--- src/rtl/ctrl_pkg.sv ---
// Shared types and encodings for the multi-cycle LEGv8 control sequencer.
package ctrl_pkg;

  typedef enum logic [2:0] {
    IDLE, FETCH, DECODE, EXECUTE, MEMORY, WRITEBACK
  } stateT;

  typedef enum logic [2:0] {
    CLS_RTYPE, CLS_ADDI, CLS_LDUR, CLS_STUR, CLS_CBZ, CLS_B, CLS_MOVZ
  } instrClassT;

  // Opcode patterns on Instruction[31:21]; '?' bits are operand fields.
  localparam logic [10:0] OP_ADD  = 11'b10001011000;
  localparam logic [10:0] OP_SUB  = 11'b11001011000;
  localparam logic [10:0] OP_AND  = 11'b10001010000;
  localparam logic [10:0] OP_ORR  = 11'b10101010000;
  localparam logic [10:0] OP_ADDI = 11'b1001000100?;
  localparam logic [10:0] OP_LDUR = 11'b11111000010;
  localparam logic [10:0] OP_STUR = 11'b11111000000;
  localparam logic [10:0] OP_CBZ  = 11'b10110100???;
  localparam logic [10:0] OP_B    = 11'b000101?????;
  localparam logic [10:0] OP_MOVZ = 11'b110100101??;

  localparam logic [2:0] SIGN_B    = 3'b000;
  localparam logic [2:0] SIGN_CB   = 3'b001;
  localparam logic [2:0] SIGN_D    = 3'b010;
  localparam logic [2:0] SIGN_I    = 3'b011;
  localparam logic       SIGN_MOVZ = 1'b1;

  localparam logic [3:0] ALU_AND   = 4'b0000;
  localparam logic [3:0] ALU_ORR   = 4'b0001;
  localparam logic [3:0] ALU_ADD   = 4'b0010;
  localparam logic [3:0] ALU_SUB   = 4'b0110;
  localparam logic [3:0] ALU_PASSB = 4'b0111;

endpackage

--- src/rtl/ctrl_decode.sv ---
// Combinational opcode decoder: maps the latched opcode to datapath controls.
module ctrl_decode
  import ctrl_pkg::*;
(
  input  logic [10:0] opcode,
  output instrClassT  cls,
  output logic [2:0]  signOp,
  output logic        aluSrc,
  output logic [3:0]  aluCtrl,
  output logic        reg2Loc,
  output logic        memtoReg,
  output logic        legal
);

  // NOTE: every output gets a default first so no path through the case infers a latch.
  always_comb begin
    cls      = CLS_RTYPE;
    signOp   = SIGN_B;
    aluSrc   = 1'b0;
    aluCtrl  = ALU_AND;
    reg2Loc  = 1'b0;
    memtoReg = 1'b0;
    legal    = 1'b1;
    casez (opcode)
      OP_ADD: aluCtrl = ALU_ADD;
      OP_SUB: aluCtrl = ALU_SUB;
      OP_AND: aluCtrl = ALU_AND;
      OP_ORR: aluCtrl = ALU_ORR;
      OP_ADDI: begin
        cls = CLS_ADDI; signOp = SIGN_I; aluSrc = 1'b1; aluCtrl = ALU_ADD;
      end
      OP_LDUR: begin
        cls = CLS_LDUR; signOp = SIGN_D; aluSrc = 1'b1; aluCtrl = ALU_ADD;
        memtoReg = 1'b1;
      end
      OP_STUR: begin
        cls = CLS_STUR; signOp = SIGN_D; aluSrc = 1'b1; aluCtrl = ALU_ADD;
        reg2Loc = 1'b1;
      end
      OP_CBZ: begin
        cls = CLS_CBZ; signOp = SIGN_CB; aluCtrl = ALU_PASSB; reg2Loc = 1'b1;
      end
      OP_B: cls = CLS_B;
      OP_MOVZ: begin
        // Low two opcode bits are the hw shift field.
        cls = CLS_MOVZ; signOp = {SIGN_MOVZ, opcode[1:0]}; aluSrc = 1'b1;
        aluCtrl = ALU_PASSB;
      end
      default: legal = 1'b0;
    endcase
  end

endmodule

--- src/rtl/multicycle_ctrl.sv ---
// Multi-cycle LEGv8 control sequencer: FSM, opcode register and memory timeout.
module multicycle_ctrl
  import ctrl_pkg::*;
#(
  parameter int MEM_TIMEOUT = 16
) (
  input  logic        CLK,
  input  logic        resetl,
  input  logic [31:0] Instruction,
  input  logic        Zero,
  input  logic        imem_ack,
  input  logic        dmem_ack,
  output logic        imem_req,
  output logic        dmem_req,
  output logic        dmem_we,
  output logic        IRWrite,
  output logic [2:0]  SignOp,
  output logic        Reg2Loc,
  output logic        ALUSrc,
  output logic        MemtoReg,
  output logic        RegWrite,
  output logic [3:0]  ALUCtrl,
  output logic        PCWrite,
  output logic        PCSrc,
  output logic        illegal,
  output logic        bus_err
);

  localparam int CW = $clog2(MEM_TIMEOUT) + 1;
  localparam logic [CW-1:0] LIMIT = CW'(MEM_TIMEOUT - 1);

  stateT         state, stateNext;
  logic [10:0]   opcode;
  logic [CW-1:0] waitCnt;
  logic          atLimit, waiting, restart;

  instrClassT cls;
  logic [2:0] decSignOp;
  logic [3:0] decAluCtrl;
  logic       decAluSrc, decReg2Loc, decMemtoReg, decLegal;

  // Operand fields are consumed by the datapath, not by control.
  logic unusedInstr;
  assign unusedInstr = ^Instruction[20:0];

  ctrl_decode uDecode (
    .opcode   (opcode),
    .cls      (cls),
    .signOp   (decSignOp),
    .aluSrc   (decAluSrc),
    .aluCtrl  (decAluCtrl),
    .reg2Loc  (decReg2Loc),
    .memtoReg (decMemtoReg),
    .legal    (decLegal)
  );

  assign atLimit = (waitCnt == LIMIT);
  assign waiting = (state == FETCH && !imem_ack) || (state == MEMORY && !dmem_ack);
  // A timeout retry re-enters FETCH from FETCH, so it must clear the counter too.
  assign restart = (stateNext == FETCH || stateNext == MEMORY) &&
                   (stateNext != state || bus_err);

  // NOTE: sequential state uses non-blocking assignments so every flop samples pre-edge values.
  always_ff @(posedge CLK or negedge resetl) begin
    if (!resetl) begin
      state   <= IDLE;
      opcode  <= '0;
      waitCnt <= '0;
    end else begin
      state <= stateNext;
      if (IRWrite) opcode <= Instruction[31:21];
      if (restart)      waitCnt <= '0;
      else if (waiting) waitCnt <= waitCnt + 1'b1;
    end
  end

  always_comb begin
    stateNext = state;
    imem_req  = 1'b0;
    dmem_req  = 1'b0;
    dmem_we   = 1'b0;
    IRWrite   = 1'b0;
    SignOp    = SIGN_B;
    Reg2Loc   = 1'b0;
    ALUSrc    = 1'b0;
    MemtoReg  = 1'b0;
    RegWrite  = 1'b0;
    ALUCtrl   = ALU_AND;
    PCWrite   = 1'b0;
    PCSrc     = 1'b0;
    illegal   = 1'b0;
    bus_err   = 1'b0;

    // Decoded datapath controls stay stable for the whole instruction.
    if (state inside {DECODE, EXECUTE, MEMORY, WRITEBACK}) begin
      SignOp   = decSignOp;
      ALUSrc   = decAluSrc;
      ALUCtrl  = decAluCtrl;
      MemtoReg = decMemtoReg;
    end

    case (state)
      IDLE: stateNext = FETCH;
      FETCH: begin
        imem_req = 1'b1;
        if (imem_ack) begin
          IRWrite   = 1'b1;
          stateNext = DECODE;
        end else if (atLimit) begin
          bus_err   = 1'b1;
          stateNext = FETCH;
        end
      end
      DECODE: begin
        Reg2Loc = decReg2Loc;
        if (!decLegal) begin
          illegal   = 1'b1;
          PCWrite   = 1'b1;
          stateNext = FETCH;
        end else begin
          stateNext = EXECUTE;
        end
      end
      EXECUTE: begin
        case (cls)
          CLS_B: begin
            PCWrite = 1'b1; PCSrc = 1'b1; stateNext = FETCH;
          end
          CLS_CBZ: begin
            PCWrite = 1'b1; PCSrc = Zero; stateNext = FETCH;
          end
          CLS_LDUR, CLS_STUR: stateNext = MEMORY;
          default:            stateNext = WRITEBACK;
        endcase
      end
      MEMORY: begin
        dmem_req = 1'b1;
        dmem_we  = (cls == CLS_STUR);
        if (dmem_ack) begin
          if (cls == CLS_STUR) begin
            PCWrite   = 1'b1;
            stateNext = FETCH;
          end else begin
            stateNext = WRITEBACK;
          end
        end else if (atLimit) begin
          bus_err   = 1'b1;
          stateNext = FETCH;
        end
      end
      WRITEBACK: begin
        RegWrite  = 1'b1;
        PCWrite   = 1'b1;
        stateNext = FETCH;
      end
      default: stateNext = IDLE;
    endcase
  end

endmodule

--- config.mk ---
export PLATFORM = sky130hd
export DESIGN_NAME = multicycle_ctrl
export DESIGN_NICKNAME = d
export VERILOG_FILES = /design/src/rtl/ctrl_pkg.sv /design/src/rtl/ctrl_decode.sv /design/src/rtl/multicycle_ctrl.sv
export SDC_FILE = /design/constraint.sdc
export NUM_CORES = 1
export LEC_CHECK = 0
export CAP_MARGIN = 25
export CELL_PAD_IN_SITES_DETAIL_PLACEMENT = 1
export CELL_PAD_IN_SITES_GLOBAL_PLACEMENT = 2
export CORE_MARGIN = 2
export CORE_UTILIZATION = 24
export CTS_BUF_LIST = sky130_fd_sc_hd__clkbuf_4 sky130_fd_sc_hd__clkbuf_8
export DETAILED_ROUTE_END_ITERATION = 6
export HOLD_SLACK_MARGIN = 0.12
export PLACE_DENSITY = 0.92
export SETUP_SLACK_MARGIN = 0.4
export SLEW_MARGIN = 20
export SYNTH_ARGS = -nofsm -noshare
export SYNTH_HDL_FRONTEND = slang
export SYNTH_SLANG_ARGS = --single-unit
--- constraint.sdc ---
create_clock -name CLK -period 2.15 [get_ports CLK]
set_clock_uncertainty 0.05 [all_clocks]
set_input_delay 0.645 -clock CLK [delete_from_list [all_inputs] [get_ports CLK]]
set_output_delay 0.645 -clock CLK [all_outputs]
set_load 0.01 [all_outputs]
======== Word-level counts from Yosys, hierarchy flattened ========
Cells that the tools add are included.
operators by class
  reduce and logical (&&, ||, !) cells .... 20
  $add $sub $neg .......................... 1
  mux-type cells .......................... 39
  equality and inequality tests ........... 23
operators by type and width
  cell                  count
  $eq 11x11->1 const B  6
  $pmux 3 s4            2
  $mux 1                22
  $pmux 3 s6            1
  $eq 3x3->1 const B    5
  $mux 3                5
  $pmux 3 s5            1
  $eq 3x2->1 const B    4
  $reduce_or 2->1       6
  $eq 10x10->1 const B  1
  $mux 5                2
  $reduce_or 10->1      1
  $eq 9x9->1 const B    1
  $eq 8x8->1 const B    1
  $reduce_or 4->1       2
  $eq 3x1->1 const B    2
  $eq 6x3->1 const B    1
  $pmux 3 s2            1
  $add 5x1->5 const B   1
  $eq 5x4->1 const B    1
  $mux 4                1
  $pmux 1 s2            2
  $pmux 1 s4            1
  $reduce_bool 4->1     1
  other kinds (7)       12
word-level totals
  bits in registers ....................... 19
  word-level logic and storage cells ...... 86

======== Logic depth before layout (Yosys ltp) ========
  depth after elaboration ................. 10
  mapped depth ............................ 8

======== Cells and area by module ========
A second synthesis with hierarchy kept.
second synthesis, totals
  cell total of the unflattened synthesis .. 149
  area total of the unflattened synthesis .. 1423.9 µm²
by module, submodules not included
  module           instances  area an instance (µm²)  cells each
  multicycle_ctrl  1          1142.3                  102
  ctrl_decode      1          281.5                   47

======== Worst setup path before layout ========
No wires, ideal clock.
  path kind ............................... register -> output
  start point ............................. reg opcode[10]
  end point ............................... out PCWrite
  buffers on the path ..................... 1
  slack ................................... -23 ps
  required time ........................... 1455 ps
  cell stages (with the launch flop) ...... 7
  arrival ................................. 1478 ps
  cell sequence ........................... dfrtp_1 > nor2b_1 > buf_2 > nand4_1 > o2111ai_2 > nor3b_2 > o21a_1
between the ends
  longest elaborated chain between the ends .. 6
  elaborated cells between the ends (all ways) .. 22
ends and longest elaborated chain
  item                                       line                                            text
  start, declared                            multicycle_ctrl.sv:33                           logic [10:0] opcode;
  start signal, assigned                     multicycle_ctrl.sv:71                           if (IRWrite) opcode <= Instruction[31:21];
  $eq 11x11->1 (tied with other cells)       ctrl_decode.sv:24                               casez (opcode)
  $pmux 3 s6                                 ctrl_decode.sv:24
  $eq 3x2->1 or $eq 3x3->1 (tied branches)   multicycle_ctrl.sv:140, multicycle_ctrl.sv:125
  $mux 1 or $reduce_or 2->1 (tied branches)  n/a
  $mux 1, on equally long branches           multicycle_ctrl.sv:139, multicycle_ctrl.sv:125
  $pmux 1 s4 *                               multicycle_ctrl.sv:102                          case (state)
  end, declared                              multicycle_ctrl.sv:23                           output logic PCWrite,
Every way passes the cells marked *; elsewhere a longest branch is shown, timed or not.

======== Final worst setup path ========
  start point ............................. reg opcode[6]
  end point ............................... out PCWrite
Same word-level chain as after synthesis.

==> results.sh <==
export IMPL_leakage_nw=1.30
export IMPL_crit_arrival_ns=2.00
export IMPL_cpLargestDelayFamily="simple AND/OR/NAND/NOR gates"
export IMPL_first_iter_violations=52
export IMPL_diodes=0
export IMPL_post_drt_via_cell_ratio=5.01
export IMPL_cts_inserted_buffers=3
export IMPL_synth_compound_area_share_pct=15.7
export IMPL_pwr_share_seq_pct=22.7
export IMPL_powerDensity_nw_per_um2=1230
export IMPL_r2r_start="opcode[9]"
export IMPL_portBuffers=33
export IMPL_synthAdderAreaFrac_pct=2.70
export IMPL_design_area_um2=2850
export IMPL_synth_cells=170
export IMPL_yosysSeqAreaShare_pct=34.2
export IMPL_drc_errors=0
export IMPL_period_share_pct=125
export IMPL_setup_ws_ns=-0.546
export IMPL_fmax_mhz=371
export IMPL_drtAntennaViolNets=0
export IMPL_hold_viol_final=0
export IMPL_gr_usage_met2_pct=31.8
export IMPL_min_from="waitCnt[3]"
export IMPL_yosysMostFrequentCell="nand2_1"
export IMPL_num_vias=1765
export IMPL_grt_pass1_wl_um=8940
export IMPL_wirelength_um=6500
export IMPL_rsz0062_at_grt="yes"
export IMPL_combPwrFrac_pct=70.2
export IMPL_synth_top_cell_by_area="dfrtp_1"
export IMPL_cts_root_buf="clkbuf_8"
export IMPL_syn_nets=210
export IMPL_ios=56
export IMPL_dr_pass1_iters=4
export IMPL_vdd_drop_max_mv=0.433
export IMPL_chipWidth_um=80.1
export IMPL_synth_async_reset_ratio_pct=100
export IMPL_start_util_pct=25.1
export IMPL_cp_start_kind="flop"
export IMPL_switching_share_pct=44.1
export IMPL_hold_buffers=0
export IMPL_synth_xor_xnor_area_share_pct=1.89
export IMPL_yosys_area_share_simple_pct=40.4
export IMPL_place_area_um2=2250
export IMPL_required_ns=1.45
export IMPL_violations="negative setup slack"
export IMPL_drive_gt1_share_pct=65.0
export IMPL_gp_congestion=0.787
export IMPL_use_met1_pct=22.1
export IMPL_antenna_found_initial=0
export IMPL_syn_area_per_cell_um2=8.17
export IMPL_grt_max_degree=20
export IMPL_synth_ff_type="dfrtp_1"
export IMPL_grt_usage_pct=17.8
export IMPL_grt_pass1_vias=1790
export IMPL_end_kind="output pin"
export IMPL_wl_per_cell_um=18.5
export IMPL_syn_cell_area_um2=1390
export IMPL_placeableCoreArea_um2=5540
export IMPL_ys_warnings_count=0
export IMPL_setup_viol=22
export IMPL_path_class="reg -> out"
export IMPL_p_clk_share_pct=7.2
export IMPL_totalPowerFinal_mw=3.51
export IMPL_period_needed_ns=2.70
export IMPL_synth_edff_count=0
export IMPL_fin_nets=321
export IMPL_cts_sinks=19
export IMPL_ys_ff_latch=19
export IMPL_synth_top_family_by_area="simple AND/OR/NAND/NOR gates"
export IMPL_dieArea_um2=6410
export IMPL_hold_class="reg -> reg"
export IMPL_clk_pin_slew_ns=0.07
export IMPL_grt_busiest_layer="met2"
export IMPL_clock_path_buffers=2
export IMPL_status="finished, violations left"
export IMPL_cts_tree="done"
export IMPL_slew_violations=0
export IMPL_ys_top_cells_by_count="nand2_1 (42), dfrtp_1 (19), nor2_1 (14), a21oi_1 (9), nor3b_1 (6)"
export IMPL_yosysTopAreaCellShare_pct=34.2
export IMPL_clock_latency_ns=0.26
export IMPL_dp_slack_ns=-0.704
export IMPL_synth_cell_types=44
export IMPL_die_height_um=80.1
export IMPL_overflow=0
export IMPL_areaGrowthSynthToFinish_pct=105
export IMPL_path_max_fanout=7
export IMPL_worst_path_max_delay_cell="dfrtp_2"
export IMPL_switchingPower_mw=1.55
export IMPL_max_stage_delay_ns=0.47
export IMPL_rows=27
export IMPL_htree_num_levels=1
export IMPL_yosys_top_cells_area="dfrtp_1 (34%), nand2_1 (11%), nor2_1 (3.8%), and4bb_1 (3.6%), a21oi_1 (3.2%)"
export IMPL_dp_hpwl_um=3500
export IMPL_cap_violations=0
export IMPL_synth_mux_area_share_pct=0.721
export IMPL_crit_buf_inv=2
export IMPL_crit_start="opcode[6]"
export IMPL_use_met3_pct=2.25
export IMPL_crit_chain="and4bb_1 > buf_4 > nand4_1 > o2111ai_2 > nor3b_2 > o21a_1 > buf_2"
export IMPL_p_int_mw=1.96
-- routing by layer --
metal,vias to the layer above,wire length [µm]
met4,0,85
met2,52,3520
met1,883,2690
met5,-,0
li1,821,-
met3,9,204
-- through the flow --
step	setup TNS [ns]	cells	hold slack (ns)	utilization, %
final	-5.60	352	0.540	51.4
after global routing	-7.11	352	0.574	51.4
after CTS	-4.19	343	0.532	45.4
after detailed placement	-7.56	318	0.497	40.5
after global placement	-6.94	318	0.478	40.5
after floorplan	0	170	0.299	-
-- layout by cell type, fill, tap and decap left out, types with 3 or more instances in the layout --
master | netlist | final
a21oi_2 | 0 | 5
and2_4 | 0 | 3
and4bb_1 | 4 | 4
buf_2 | 4 | 10
buf_4 | 2 | 56
buf_6 | 0 | 29
clkbuf_8 | 0 | 3
clkdlybuf4s50_1 | 0 | 13
dfrtp_1 | 19 | 11
dfrtp_2 | 0 | 8
inv_1 | 5 | 5
nand2_1 | 42 | 23
nand2_2 | 0 | 13
nand2_4 | 0 | 6
nand4_1 | 5 | 5
nor2_1 | 14 | 7
nor2_2 | 1 | 5
nor2_4 | 0 | 3
nor2b_1 | 5 | 4
nor3b_2 | 1 | 5
o21ai_1 | 1 | 3
-- logic make-up (layout without fill, tap and decap cells) --
kind of cell | after synthesis | in the layout
and+or+nand+nor | 101 | 101
xor gates and xnor gates | 3 | 3
AOI/OAI and AO/OA | 30 | 30
other | 1 | 1
buffers and inverters | 12 | 122
adders and majority gates | 3 | 3
DFF | 19 | 19
muxes | 1 | 1
-- sequential cells by signal, summed over array words and instances, names as in the netlist --
signal	flops
waitCnt	5
opcode	11
state	3
-- worst paths after layout --
kind	end	slack, ns	depth (start not counted)
hold reg to reg	waitCnt[3]	0.54	2
min in group asynchronous	opcode[10]	0.68	2
max in group asynchronous	state[2]	1.15	2
setup / recovery	PCWrite	-0.55	7
hold / removal	waitCnt[3]	0.54	2
setup reg to reg	waitCnt[2]	-0.06	10
-- repair_timing --
action,in CTS,in global routing
endpoints found under the setup margin,24,36
gates resized for setup,112,64
cloned,0,1
buffers inserted,21,8
pin swaps,30,12
-- final cells by class --
class	count	area, µm²
clock buffers	3	41.3
clock inverters	1	5.00
fillers	627	2690
inverters	6	25.0
multi-input cells	139	1210
flip-flops and latches	19	485
well taps	72	90.1
repair buffers	112	992
-- power by group through the flow --
stage               Combinational [mW]  Sequential (mW)  Clock, mW
CTS                               1.97            0.729      0.259
finish                            2.46            0.796      0.251
floorplan                        0.913            0.684          0
global route                      2.62            0.811      0.273
detailed placement                1.63            0.725          0
global placement                  1.57            0.709          0
-- worst reg2reg max path, stage by stage (launching register included) --
cell	delay, ns
dfrtp_2	0.44
buf_6	0.12
and4b_1	0.23
nand4_1	0.18
buf_4	0.19
buf_6	0.12
buf_6	0.11
o211ai_4	0.18
and4_4	0.25
o21a_4	0.17
nor2_1	0.06
(Power assumes the default switching activity.)
